File: src/rtl/audio_path_sched.sv
// Audio sample scheduler: bypass/effect routing, effect timeout fallback, 1-deep input buffer, mode debounce.
// Optional drop counter port drop_cnt enabled by defining SCHED_DROP_COUNT_EN.
module audio_path_sched #(
  parameter int clock_max   = 25_000_000,
  parameter int DEBOUNCE_MS = 20,
  parameter int EFF_TIMEOUT = 1024
) (
  input  logic        clk_25mhz,
  input  logic        reset,
  input  logic        mode_btn,
  input  logic        in_valid,
  input  logic [15:0] in_audio,
  output logic        eff_start,
  output logic [15:0] eff_sample,
  input  logic        eff_done,
  input  logic [15:0] eff_audio,
  input  logic        dac_ready,
  output logic        dac_valid,
  output logic [15:0] dac_audio,
  output logic        mode_effect,
  output logic        eff_fault
`ifdef SCHED_DROP_COUNT_EN
  ,
  output logic [15:0] drop_cnt
`endif
);

  localparam int DB_CYCLES = (clock_max / 1000) * DEBOUNCE_MS;
  localparam int DB_W      = $clog2(DB_CYCLES + 1);
  localparam int TMO_W     = $clog2(EFF_TIMEOUT);

  typedef enum logic [1:0] {S_IDLE, S_PROC, S_ISSUE} state_t;

  state_t             state_q, state_d;
  logic               pend_full_q, pend_full_d;
  logic [15:0]        pend_q, pend_d;
  logic [15:0]        result_q, result_d;
  logic [TMO_W-1:0]   tmo_q, tmo_d;
  logic               eff_start_q, eff_start_d;
  logic [15:0]        eff_sample_q, eff_sample_d;
  logic               dac_valid_q, dac_valid_d;
  logic [15:0]        dac_audio_q, dac_audio_d;
  logic               fault_q, fault_d;
  logic               mode_q, mode_d;
  logic               btn_q, btn_d;
  logic [DB_W-1:0]    db_cnt_q, db_cnt_d;
  logic [15:0]        take_sample;
  logic               drop_ev;

  always_ff @(posedge clk_25mhz) begin
    if (reset) begin
      state_q      <= S_IDLE;
      pend_full_q  <= 1'b0;
      pend_q       <= '0;
      result_q     <= '0;
      tmo_q        <= '0;
      eff_start_q  <= 1'b0;
      eff_sample_q <= '0;
      dac_valid_q  <= 1'b0;
      dac_audio_q  <= '0;
      fault_q      <= 1'b0;
      mode_q       <= 1'b0;
      btn_q        <= 1'b0;
      db_cnt_q     <= '0;
    end else begin
      state_q      <= state_d;
      pend_full_q  <= pend_full_d;
      pend_q       <= pend_d;
      result_q     <= result_d;
      tmo_q        <= tmo_d;
      eff_start_q  <= eff_start_d;
      eff_sample_q <= eff_sample_d;
      dac_valid_q  <= dac_valid_d;
      dac_audio_q  <= dac_audio_d;
      fault_q      <= fault_d;
      mode_q       <= mode_d;
      btn_q        <= btn_d;
      db_cnt_q     <= db_cnt_d;
    end
  end

  always_comb begin
    state_d      = state_q;
    pend_full_d  = pend_full_q;
    pend_d       = pend_q;
    result_d     = result_q;
    tmo_d        = tmo_q;
    eff_start_d  = 1'b0;
    eff_sample_d = eff_sample_q;
    dac_valid_d  = 1'b0;
    dac_audio_d  = dac_audio_q;
    fault_d      = fault_q;
    mode_d       = mode_q;
    btn_d        = btn_q;
    db_cnt_d     = '0;
    take_sample  = pend_full_q ? pend_q : in_audio;
    drop_ev      = 1'b0;

    // Only a change held for the full window is accepted; rising edges toggle the mode.
    if (mode_btn != btn_q) begin
      if (db_cnt_q == DB_W'(DB_CYCLES - 1)) begin
        btn_d = mode_btn;
        if (mode_btn) mode_d = ~mode_q;
      end else begin
        db_cnt_d = db_cnt_q + 1'b1;
      end
    end

    case (state_q)
      S_IDLE: begin
        if (pend_full_q || in_valid) begin
          if (pend_full_q) begin
            pend_full_d = in_valid;
            if (in_valid) pend_d = in_audio;
          end
          if (mode_q) begin
            state_d      = S_PROC;
            eff_start_d  = 1'b1;
            eff_sample_d = take_sample;
            tmo_d        = '0;
          end else begin
            state_d  = S_ISSUE;
            result_d = take_sample;
          end
        end
      end
      S_PROC: begin
        tmo_d = tmo_q + 1'b1;
        if (eff_done) begin
          result_d = eff_audio;
          state_d  = S_ISSUE;
        end else if (tmo_q == TMO_W'(EFF_TIMEOUT - 1)) begin
          // eff_sample_q still holds the original sample for the fallback.
          result_d = eff_sample_q;
          fault_d  = 1'b1;
          state_d  = S_ISSUE;
        end
      end
      S_ISSUE: begin
        if (dac_ready) begin
          dac_valid_d = 1'b1;
          dac_audio_d = result_q;
          state_d     = S_IDLE;
        end
      end
      default: state_d = S_IDLE;
    endcase

    if (state_q != S_IDLE && in_valid) begin
      if (!pend_full_q) begin
        pend_full_d = 1'b1;
        pend_d      = in_audio;
      end else begin
        drop_ev = 1'b1;
      end
    end
  end

  assign eff_start   = eff_start_q;
  assign eff_sample  = eff_sample_q;
  assign dac_valid   = dac_valid_q;
  assign dac_audio   = dac_audio_q;
  assign mode_effect = mode_q;
  assign eff_fault   = fault_q;

`ifdef SCHED_DROP_COUNT_EN
  logic [15:0] drop_q, drop_d;

  always_comb begin
    drop_d = drop_q;
    if (drop_ev && drop_q != 16'hFFFF) drop_d = drop_q + 16'd1;
  end

  always_ff @(posedge clk_25mhz) begin
    if (reset) drop_q <= '0;
    else       drop_q <= drop_d;
  end

  assign drop_cnt = drop_q;
`else
  logic unused_drop;
  assign unused_drop = drop_ev;
`endif

endmodule

File: config.mk
export PLATFORM = sky130hd
export DESIGN_NAME = audio_path_sched
export DESIGN_NICKNAME = d
export VERILOG_FILES = /design/src/rtl/audio_path_sched.sv
export SDC_FILE = /design/constraint.sdc
export NUM_CORES = 1
export LEC_CHECK = 0
export BUFFER_PORTS_ARGS = -buffer_cell sky130_fd_sc_hd__buf_4
export CORE_MARGIN = 2
export CORE_UTILIZATION = 50
export CTS_BUF_LIST = sky130_fd_sc_hd__clkbuf_16
export DETAILED_ROUTE_END_ITERATION = 12
export PLACE_DENSITY = 0.84
export SETUP_SLACK_MARGIN = 0.5
export SYNTH_ARGS = -nofsm -noshare
export SYNTH_HDL_FRONTEND = slang
export SYNTH_SLANG_ARGS = --single-unit
File: constraint.sdc
create_clock -name clk_25mhz -period 2.3 [get_ports clk_25mhz]
set_clock_uncertainty 0.05 [all_clocks]
set_input_delay 0.46 -clock clk_25mhz [delete_from_list [all_inputs] [get_ports clk_25mhz]]
set_output_delay 0.46 -clock clk_25mhz [all_outputs]
set_load 0.02 [all_outputs]
# --- Word-level counts from Yosys, hierarchy flattened ---
# Index checks and enable logic that the tools add are counted.
word_totals:
  ff_bits: 101
  inputBits: 38
  out_inout_bits: 36
  elab_cells: 75
classes:
  n_addsub: 2
  eq_ne: 10
  n_mux: 28
  n_bitwise: 6
  n_reduce_logical: 16
ops:
  columns: ["operator", "count"]
  rows:
  - ["16-bit 2-to-1 mux", 11]
  - ["16-bit case mux with 2 select lines", 1]
  - ["10-bit 2-to-1 mux", 2]
  - ["10-bit case mux with 2 select lines", 1]
  - ["19-bit by 1-bit adder with 19-bit output (second input constant)", 1]
  - ["19-bit equality test (second input constant)", 1]
  - ["3-bit AND reduction", 5]
  - ["10-bit by 1-bit adder with 10-bit output (second input constant)", 1]
  - ["10-bit equality test (second input constant)", 1]
  - ["2-bit 2-to-1 mux", 5]
  - ["2-bit != test (second input constant)", 4]
  - ["1-bit 2-to-1 mux", 7]
  - ["1-bit inverter", 6]
  - ["2-bit case mux with 3 select lines", 1]
  - ["3-bit OR reduction", 2]
  - ["2-bit AND reduction", 2]
  - ["4-bit AND reduction", 1]
  - ["2-bit nonzero test", 2]
  - ["3-bit != test (second input constant)", 1]
  - ["2-bit by 1-bit equality test with 1-bit output (second input constant)", 1]
  - ["2-bit equality test (second input constant)", 1]
  - ["2-bit logical NOT", 1]
  - ["2-bit OR reduction", 1]
  - ["1-bit logical AND", 1]
  - ["2 further kinds", 2]

# --- Depth between registers and ports, before layout ---
# Gate-level depths: netlist of run 1.
depth:
  word_depth: 6
  depth_mapped: 7
  ltp_nobuf: 5

# --- Worst setup path after synthesis of run 1 ---
# OpenSTA, ideal clock, no wires.
synth_path:
  path_type: "reg2reg"
  start: "register tmo_q[0]"
  end: "register result_q[10]"
  setup_time_ps: 72
  arrival_ps: 1496
  required_time_ps: 2178
  slack_ps: 682
  path_stages_with_launch: 8
  n_path_buf: 2
  period_less_slack_ps: 1618
  path_cell_list: "dfxtp_1 -> ha_1 -> and3_1 -> and4_4 -> a22oi_2 -> buf_6 -> buf_12 -> mux2i_1"
synth_via:
  elab_chain_len: 3
synth_rtl:
  columns: ["element", "line", "text"]
  rows:
  - ["from (decl)", "38", "logic [TMO_W-1:0] tmo_q, tmo_d;"]
  - ["from (signal assigned)", "70", "tmo_q <= tmo_d;"]
  - ["10-bit equality test", "132", "end else if (tmo_q == TMO_W'(EFF_TIMEOUT - 1)) begin"]
  - ["3-bit != test (no line)", null, null]
  - ["4-bit AND reduction (no line)", null, null]
  - ["to (signal assigned)", "69", "result_q <= result_d;"]
  - ["to (decl)", "37", "logic [15:0] result_q, result_d;"]
# No other way between the ends.
# A chain may end at the register's enable or synchronous reset.

# --- Worst setup path in the final report of run 1 ---
layout_path:
  start: "register db_cnt_q[12]"
  end: "register btn_q"
layout_via:
  elab_chain_len: 2
layout_rtl:
  columns: ["element", "line", "text"]
  rows:
  - ["from (decl)", "46", "logic [DB_W-1:0] db_cnt_q, db_cnt_d;"]
  - ["from (signal assigned)", "78", "db_cnt_q <= db_cnt_d;"]
  - ["19-bit equality test", "101", "if (db_cnt_q == DB_W'(DB_CYCLES - 1)) begin"]
  - ["2-bit AND reduction (no line)", null, null]
  - ["to (signal assigned)", "77", "btn_q <= btn_d;"]
  - ["to (decl)", "45", "logic btn_q, btn_d;"]
# No other way between the ends.

==> results of run 1 <==
-- synthesized netlist by cell type (2+ instances only) --
cell type and n:
a211o_1 16, a211oi_1 32, a21oi_1 27, and3_1 3, buf_2 13, buf_4 2, buf_6 4, clkbuf_1 12
dfxtp_1 101, ha_1 3, inv_1 9, mux2i_1 49, nand2_1 40, nand2b_1 19, nand3_1 10, nand4_1 6
nor2_1 64, nor2b_1 17, nor3_1 6, nor4_1 5, nor4_2 2, nor4b_2 2, o21ai_0 7, o31ai_1 3
or3_1 8, or4_1 2, xnor2_1 12, xor2_1 5
-- how the worst min path moves through the flow --
| stage | start | endpoint | slack (ns) |
|---|---|---|---|
| final | in_audio[7] | pend_q[7]$_SDFF_PP0_ | 0.31 |
| after global routing | in_audio[9] | pend_q[9]$_SDFF_PP0_ | 0.32 |
| after CTS | in_audio[7] | pend_q[7]$_SDFF_PP0_ | 0.31 |
| after detailed placement | result_q[11]$_SDFFE_PP0P_ | dac_audio[11]$_SDFFE_PP0P_ | 0.40 |
| after global placement | result_q[5]$_SDFFE_PP0P_ | dac_audio[5]$_SDFFE_PP0P_ | 0.39 |
| after floorplan | result_q[0]$_SDFFE_PP0P_ | dac_audio[0]$_SDFFE_PP0P_ | 0.38 |
-- state kept, by name, summed over array words and instances (netlist names) --
name / count
btn_q: 1
dac_audio: 16
dac_valid: 1
db_cnt_q: 19
eff_fault: 1
eff_sample: 16
eff_start: 1
mode_effect: 1
pend_full_q: 1
pend_q: 16
result_q: 16
state_q: 2
tmo_q: 10
-- worst max-delay path: stages, from the launching register on --
cell and delay [ns]:
dfxtp_1 0.35, nor4b_2 0.32, nand4_1 0.30, or4_1 0.58
o31ai_1 0.09
-- cells by family after synthesis --
| kind of cell | after synthesis | synth area share |
|---|---|---|
| compound gates | 96 | 0.145 |
| xor+xnor | 17 | 0.0324 |
| fa+ha+maj | 3 | 0.00817 |
| buf+inv | 43 | 0.0504 |
| flops | 101 | 0.440 |
| mux | 50 | 0.109 |
| simple gates | 192 | 0.214 |
-- cells in the final DEF (no fill, tap or decap), types with 3 or more instances in the layout --
cell type | netlist | final
a211o_1 | 16 | 16
a211oi_1 | 32 | 32
a21oi_1 | 27 | 27
and3_1 | 3 | 3
buf_4 | 2 | 77
clkbuf_16 | 0 | 10
dfxtp_1 | 101 | 100
ha_1 | 3 | 3
inv_1 | 9 | 9
mux2i_1 | 49 | 49
nand2_1 | 40 | 40
nand2b_1 | 19 | 19
nand3_1 | 10 | 10
nand4_1 | 6 | 6
nor2_1 | 64 | 64
nor2b_1 | 17 | 17
nor3_1 | 6 | 6
nor4_1 | 5 | 5
o21ai_0 | 7 | 7
o31ai_1 | 3 | 3
or3_1 | 8 | 8
xnor2_1 | 12 | 12
xor2_1 | 5 | 5
-- repair_timing --
item | 4_1_cts | 5_1_grt
setup buffers | 0 | 2
gates cloned | 0 | 1
gates resized for setup | 3 | 7
endpoints found under the setup margin | 50 | 38
pin swaps | 0 | 2
-- per-layer routing --
layer	up-vias	routed length, um	global-route usage
met5	-	0	0
met4	0	130	0.0485
met3	11	445	0.0481
met2	91	5390	0.378
met1	1808	4270	0.249
li1	1888	-	-
-- final cells by class --
| cell class | instances | share of cell area |
|---|---|---|
| Tap cell | 108 | 0.0245 |
| Clock inverter | 7 | 0.0132 |
| Timing Repair Buffer | 81 | 0.119 |
| Sequential cell | 101 | 0.367 |
| Inverter | 10 | 0.00681 |
| Clock buffer | 9 | 0.0408 |
| Multi-Input combinational cell | 358 | 0.429 |
-- per-stage QoR --
| stage | instances | area [um2] | setup WS, ns | total power (uW) | utilization |
|---|---|---|---|---|---|
| 6_report | 674 | 5510 | 0.521 | 3670 | 0.626 |
| 5_1_grt | 674 | 5510 | 0.483 | 3790 | 0.626 |
| 4_1_cts | 671 | 5430 | 0.498 | 3670 | 0.617 |
| 3_5_place_dp | 655 | 5120 | 0.192 | 2170 | 0.582 |
| 3_3_place_gp | 655 | 5120 | 0.310 | 2160 | 0.582 |
| 2_1_floorplan | 502 | 4590 | 0.682 | 2080 | - |
-- power groups by stage --
stage / Clock (uW) / Sequential, uW / Combinational (uW)
4_1_cts: 1530 / 1830 / 312
3_5_place_dp: 0 / 1870 / 308
6_report: 1510 / 1830 / 334
3_3_place_gp: 0 / 1860 / 300
5_1_grt: 1590 / 1830 / 365
2_1_floorplan: 0 / 1860 / 215
==> impl_metrics.json, run 1 <==
{
  "clk_latency_ns": 0.34,
  "die_area_um2": 9970,
  "numPortBuffers": 73,
  "rsz0062_at_grt": "true",
  "p_sw_uw": 867,
  "min_period_ns": 1.78,
  "core-area_um2": 8810,
  "syn_area_um2": 4590,
  "fin_tns_setup_ns": 0,
  "internal_power_uw": 2810,
  "yosysTopAreaCellShare": 0.440,
  "diodes": 0,
  "cp-startpoint": "db_cnt_q[12]$_SDFF_PP0_",
  "io_pins": 74,
  "criticalPathCategory": "reg2reg",
  "place_congestion": 0.794,
  "rrSetupSlack_ns": 0.52,
  "rr_startpoint": "db_cnt_q[12]$_SDFF_PP0_",
  "ys.flop_type": "dfxtp_1",
  "ys_seq_elements": 101,
  "seqPwrFrac": 0.497,
  "ys_async_sr_fraction": 0,
  "drt_iter0_markers": 187,
  "status": "finished, final reports clean",
  "area_delta_synth_final_pct": 20.0,
  "p_sw_frac": 0.236,
  "htree_num_levels": 3,
  "rows": 34,
  "hold_viol": 0,
  "postSynthAreaPerCell_um2": 9.15,
  "grt_max_degree": 51,
  "nets": 602,
  "critical_path.max_fanout": 5,
  "remaining_drc_errors": 0,
  "die_x_um": 99.9,
  "maxSlewViolCount": 0,
  "crit_end": "btn_q$_SDFFE_PP0P_",
  "dpl.hpwl_mm": 7.07,
  "ant_nets": 0,
  "viasPerCell": 5.64,
  "min_period_over_period": 0.773,
  "cts_root_buffer": "clkbuf_16",
  "antenna_found_initial": 0,
  "required_ns": 2.50,
  "ctsHoldBuffers": 0,
  "synth_area_leaders": "dfxtp_1, mux2i_1, a211oi_1",
  "synth_edf_count": 0,
  "die_h_um": 99.9,
  "pwr-share-comb": 0.091,
  "cts.sinks": 101,
  "grt_use_total": 0.208,
  "ys_seq_area_frac": 0.440,
  "yosysWarnings": 0,
  "pwr-share-clk": 0.412,
  "multi_input_area_um2": 2370,
  "start_util": 0.522,
  "ys_types": 51,
  "worstMarginPinSlew_ns": 0.666,
  "wire_per_inst_um": 15.2,
  "finalSetupViolations": 0,
  "vias": 3798,
  "cap_violations": 0,
  "start_kind": "register",
  "hp-class": "in2reg",
  "fill_cells": 701,
  "p_leak_uw": 0.00214,
  "ir_drop_v": 0.000444,
  "arrival_ns": 1.98,
  "final_layout_size_suffix_gt1_frac": 0.200,
  "wl_mm": 10.2,
  "maxSlewHeadroom": 0.556,
  "yosysTopAreaCell": "dfxtp_1",
  "cts_tree": "done",
  "power.density_nw_per_um2": 666,
  "clk_path_buf_depth": 2,
  "clkTransAtPathRegs_ns": 0.07,
  "hold_depth": 3,
  "rr_worst_depth": 4,
  "synth_fp_nets": 543,
  "ff_latch_area_um2": 2020,
  "firstDrtPassIters": 4,
  "cts_buffers": 9,
  "max_freq_mhz": 562,
  "hold-worst-slack_ns": 0.309,
  "critPathCaptureType": "register",
  "overflow": 0,
  "netlist_instances": 502,
  "grt_pass1_wl_mm": 16.7,
  "r2r-end": "btn_q$_SDFFE_PP0P_",
  "grt_pass1_vias": 3556
}
(Power assumes the default switching activity.)
==> run 2: changes to the inputs <==
PLACE_DENSITY = 0.87   (was 0.84)
clock period = 1.6 ns   (was 2.3 ns; I/O delays follow)
==> run 2 against run 1 <==
  * The run now ends with setup timing left
  * Routed wire length up 91%
  * Power is 60% higher
  * Combinational power rose by 140%
  * Sequential share of layout area is 9.4 points lower
  * Non-clock buffer count is 114 higher
  * Critical endpoint is now result_q[15]$_SDFFE_PP0P_
  * Highest routed layer unchanged
==> impl_metrics.json, run 2 (synthesized netlist as in run 1, its figures left out) <==
{
  "rows": 34,
  "largest_reg_flops": 19,
  "start_util": 0.522,
  "vias": 5073,
  "die_area_um2": 9970,
  "maxSlewViolCount": 0,
  "hold-worst-slack_ns": 0.151,
  "hp-class": "in2reg",
  "violations": "setup timing",
  "power.density_nw_per_um2": 751,
  "required_ns": 1.84,
  "hold_viol": 0,
  "dpl_cell_area_um2": 5480,
  "nets": 720,
  "dpl.hpwl_mm": 7.68,
  "die_h_um": 99.9,
  "min_period_ns": 1.70,
  "wl_mm": 19.5,
  "grt_max_degree": 85,
  "final_cell_mix": "buf_4, buf_6, dfxtp_2",
  "design_area_um2": 7820,
  "clkTransAtPathRegs_ns": 0.08,
  "clk_latency_ns": 0.37,
  "status": "finished with violations",
  "rr_worst_depth": 7,
  "fill_cells": 321,
  "overflow": 0,
  "max_freq_mhz": 589,
  "grt_pass1_wl_mm": 24.5,
  "grtUsageMet1": 0.359,
  "grt_pass1_vias": 4845,
  "critPathCaptureType": "register",
  "global_route.usage.met3": 0.0453,
  "viasPerCell": 6.41,
  "core-area_um2": 8810,
  "cts.sinks": 101,
  "finalSetupViolations": 44,
  "wire_per_inst_um": 24.7,
  "critical_path.max_fanout": 8,
  "firstDrtPassIters": 8,
  "ctsHoldBuffers": 0,
  "cts_root_buffer": "clkbuf_16",
  "r2r-end": "result_q[15]$_SDFFE_PP0P_",
  "top_usage_layer": "met2",
  "start_kind": "register",
  "crit_end": "result_q[15]$_SDFFE_PP0P_",
  "rrSetupSlack_ns": -0.1,
  "cts_tree": "done",
  "worst_slack_ns": -0.0991,
  "worstMarginPinSlew_ns": 0.410,
  "remaining_drc_errors": 0,
  "area_delta_synth_final_pct": 70.2,
  "criticalPathCategory": "reg2reg",
  "numPortBuffers": 73,
  "ant_nets": 0,
  "maxSlewHeadroom": 0.719,
  "final_common_cell": "buf_4",
  "io_pins": 74,
  "min_period_over_period": 1.06,
  "rr_startpoint": "tmo_q[0]$_SDFFE_PP0P_",
  "use_met2": 0.569,
  "cts_buffers": 9,
  "clk_path_buf_depth": 2,
  "regMostFlops": "db_cnt_q",
  "grt_use_total": 0.317,
  "cp-startpoint": "tmo_q[0]$_SDFFE_PP0P_",
  "final_layout_size_suffix_gt1_frac": 0.611,
  "p_leak_uw": 0.00318,
  "place_congestion": 0.888,
  "ir_drop_v": 0.000573,
  "htree_num_levels": 3,
  "arrival_ns": 1.94,
  "diodes": 0,
  "drt_iter0_markers": 336,
  "antenna_found_initial": 0,
  "die_x_um": 99.9,
  "rsz0062_at_grt": "true",
  "cap_violations": 0
}
==> run 2: cell count changes in the layout (fill, tap and decap cells not counted), sizes merged <==
cell and delta:
and2 +2, buf +110, bufinv +1, clkbuf +4, inv -1, nand2b +1
nand3 +1
==> run 2: metrics by stage <==
stage	std cells	util	total power (uW)	setup TNS (ns)	setup WS [ns]
2_1_floorplan	502	-	3020	0	0.132
3_3_place_gp	664	0.622	3160	0	0.0514
3_5_place_dp	664	0.622	3180	-0.0385	-0.0146
4_1_cts	760	0.798	5550	0	0.0297
5_1_grt	792	0.888	5990	-3.91	-0.141
6_report	792	0.888	5870	-2.11	-0.0991
==> run 2: final cells by class <==
class	count	area (um2)	area share
repair buffers	195	1970	0.251
well taps	108	135	0.0173
flip-flops and latches	101	2130	0.273
inverters	10	50.0	0.00640
multi-input cells	362	3220	0.411
clock inverters	7	92.6	0.0118
clock buffers	9	225	0.0288
==> run 2: power by group <==
part           internal [uW]  switching (uW)
sequential              2560            71.8
clock                   1370            1070
combinational            390             407
==> run 2: how the worst min path moves through the flow <==
stage	startpoint	to	slack (ns)	depth (start not counted)
floorplan	result_q[0]$_SDFFE_PP0P_	dac_audio[0]$_SDFFE_PP0P_	0.38	2
global placement	result_q[9]$_SDFFE_PP0P_	dac_audio[9]$_SDFFE_PP0P_	0.39	2
detailed placement	dac_audio[11]$_SDFFE_PP0P_	dac_audio[11]$_SDFFE_PP0P_	0.40	2
CTS	reset	btn_q$_SDFFE_PP0P_	0.16	2
global route	in_audio[10]	pend_q[10]$_SDFF_PP0_	0.16	3
finish	in_audio[10]	pend_q[10]$_SDFF_PP0_	0.15	3
==> run 2: routing by layer <==
| layer | wire (um) | share of wire |
|---|---|---|
| met3 | 1460 | 0.075 |
| met2 | 9790 | 0.50 |
| met5 | 0 | 0 |
| met1 | 6780 | 0.35 |
| met4 | 1520 | 0.078 |
==> run 2: repair_timing <==
item | 4_1_cts | 5_1_grt
setup endpoints to repair | 135 | 136
buffers inserted | 73 | 27
cloned | 7 | 5
resized for setup | 169 | 125
pin swaps | 48 | 56
endpoints found under the hold margin | 0 | 0
==> run 2: worst max-delay path, cell delays in order (launching register included) <==
cell	delay [ns]
dfxtp_4	0.36
ha_4	0.17
and3_4	0.14
and4_4	0.17
a22oi_2	0.16
buf_6	0.16
clkbuf_16	0.18
mux2i_1	0.22
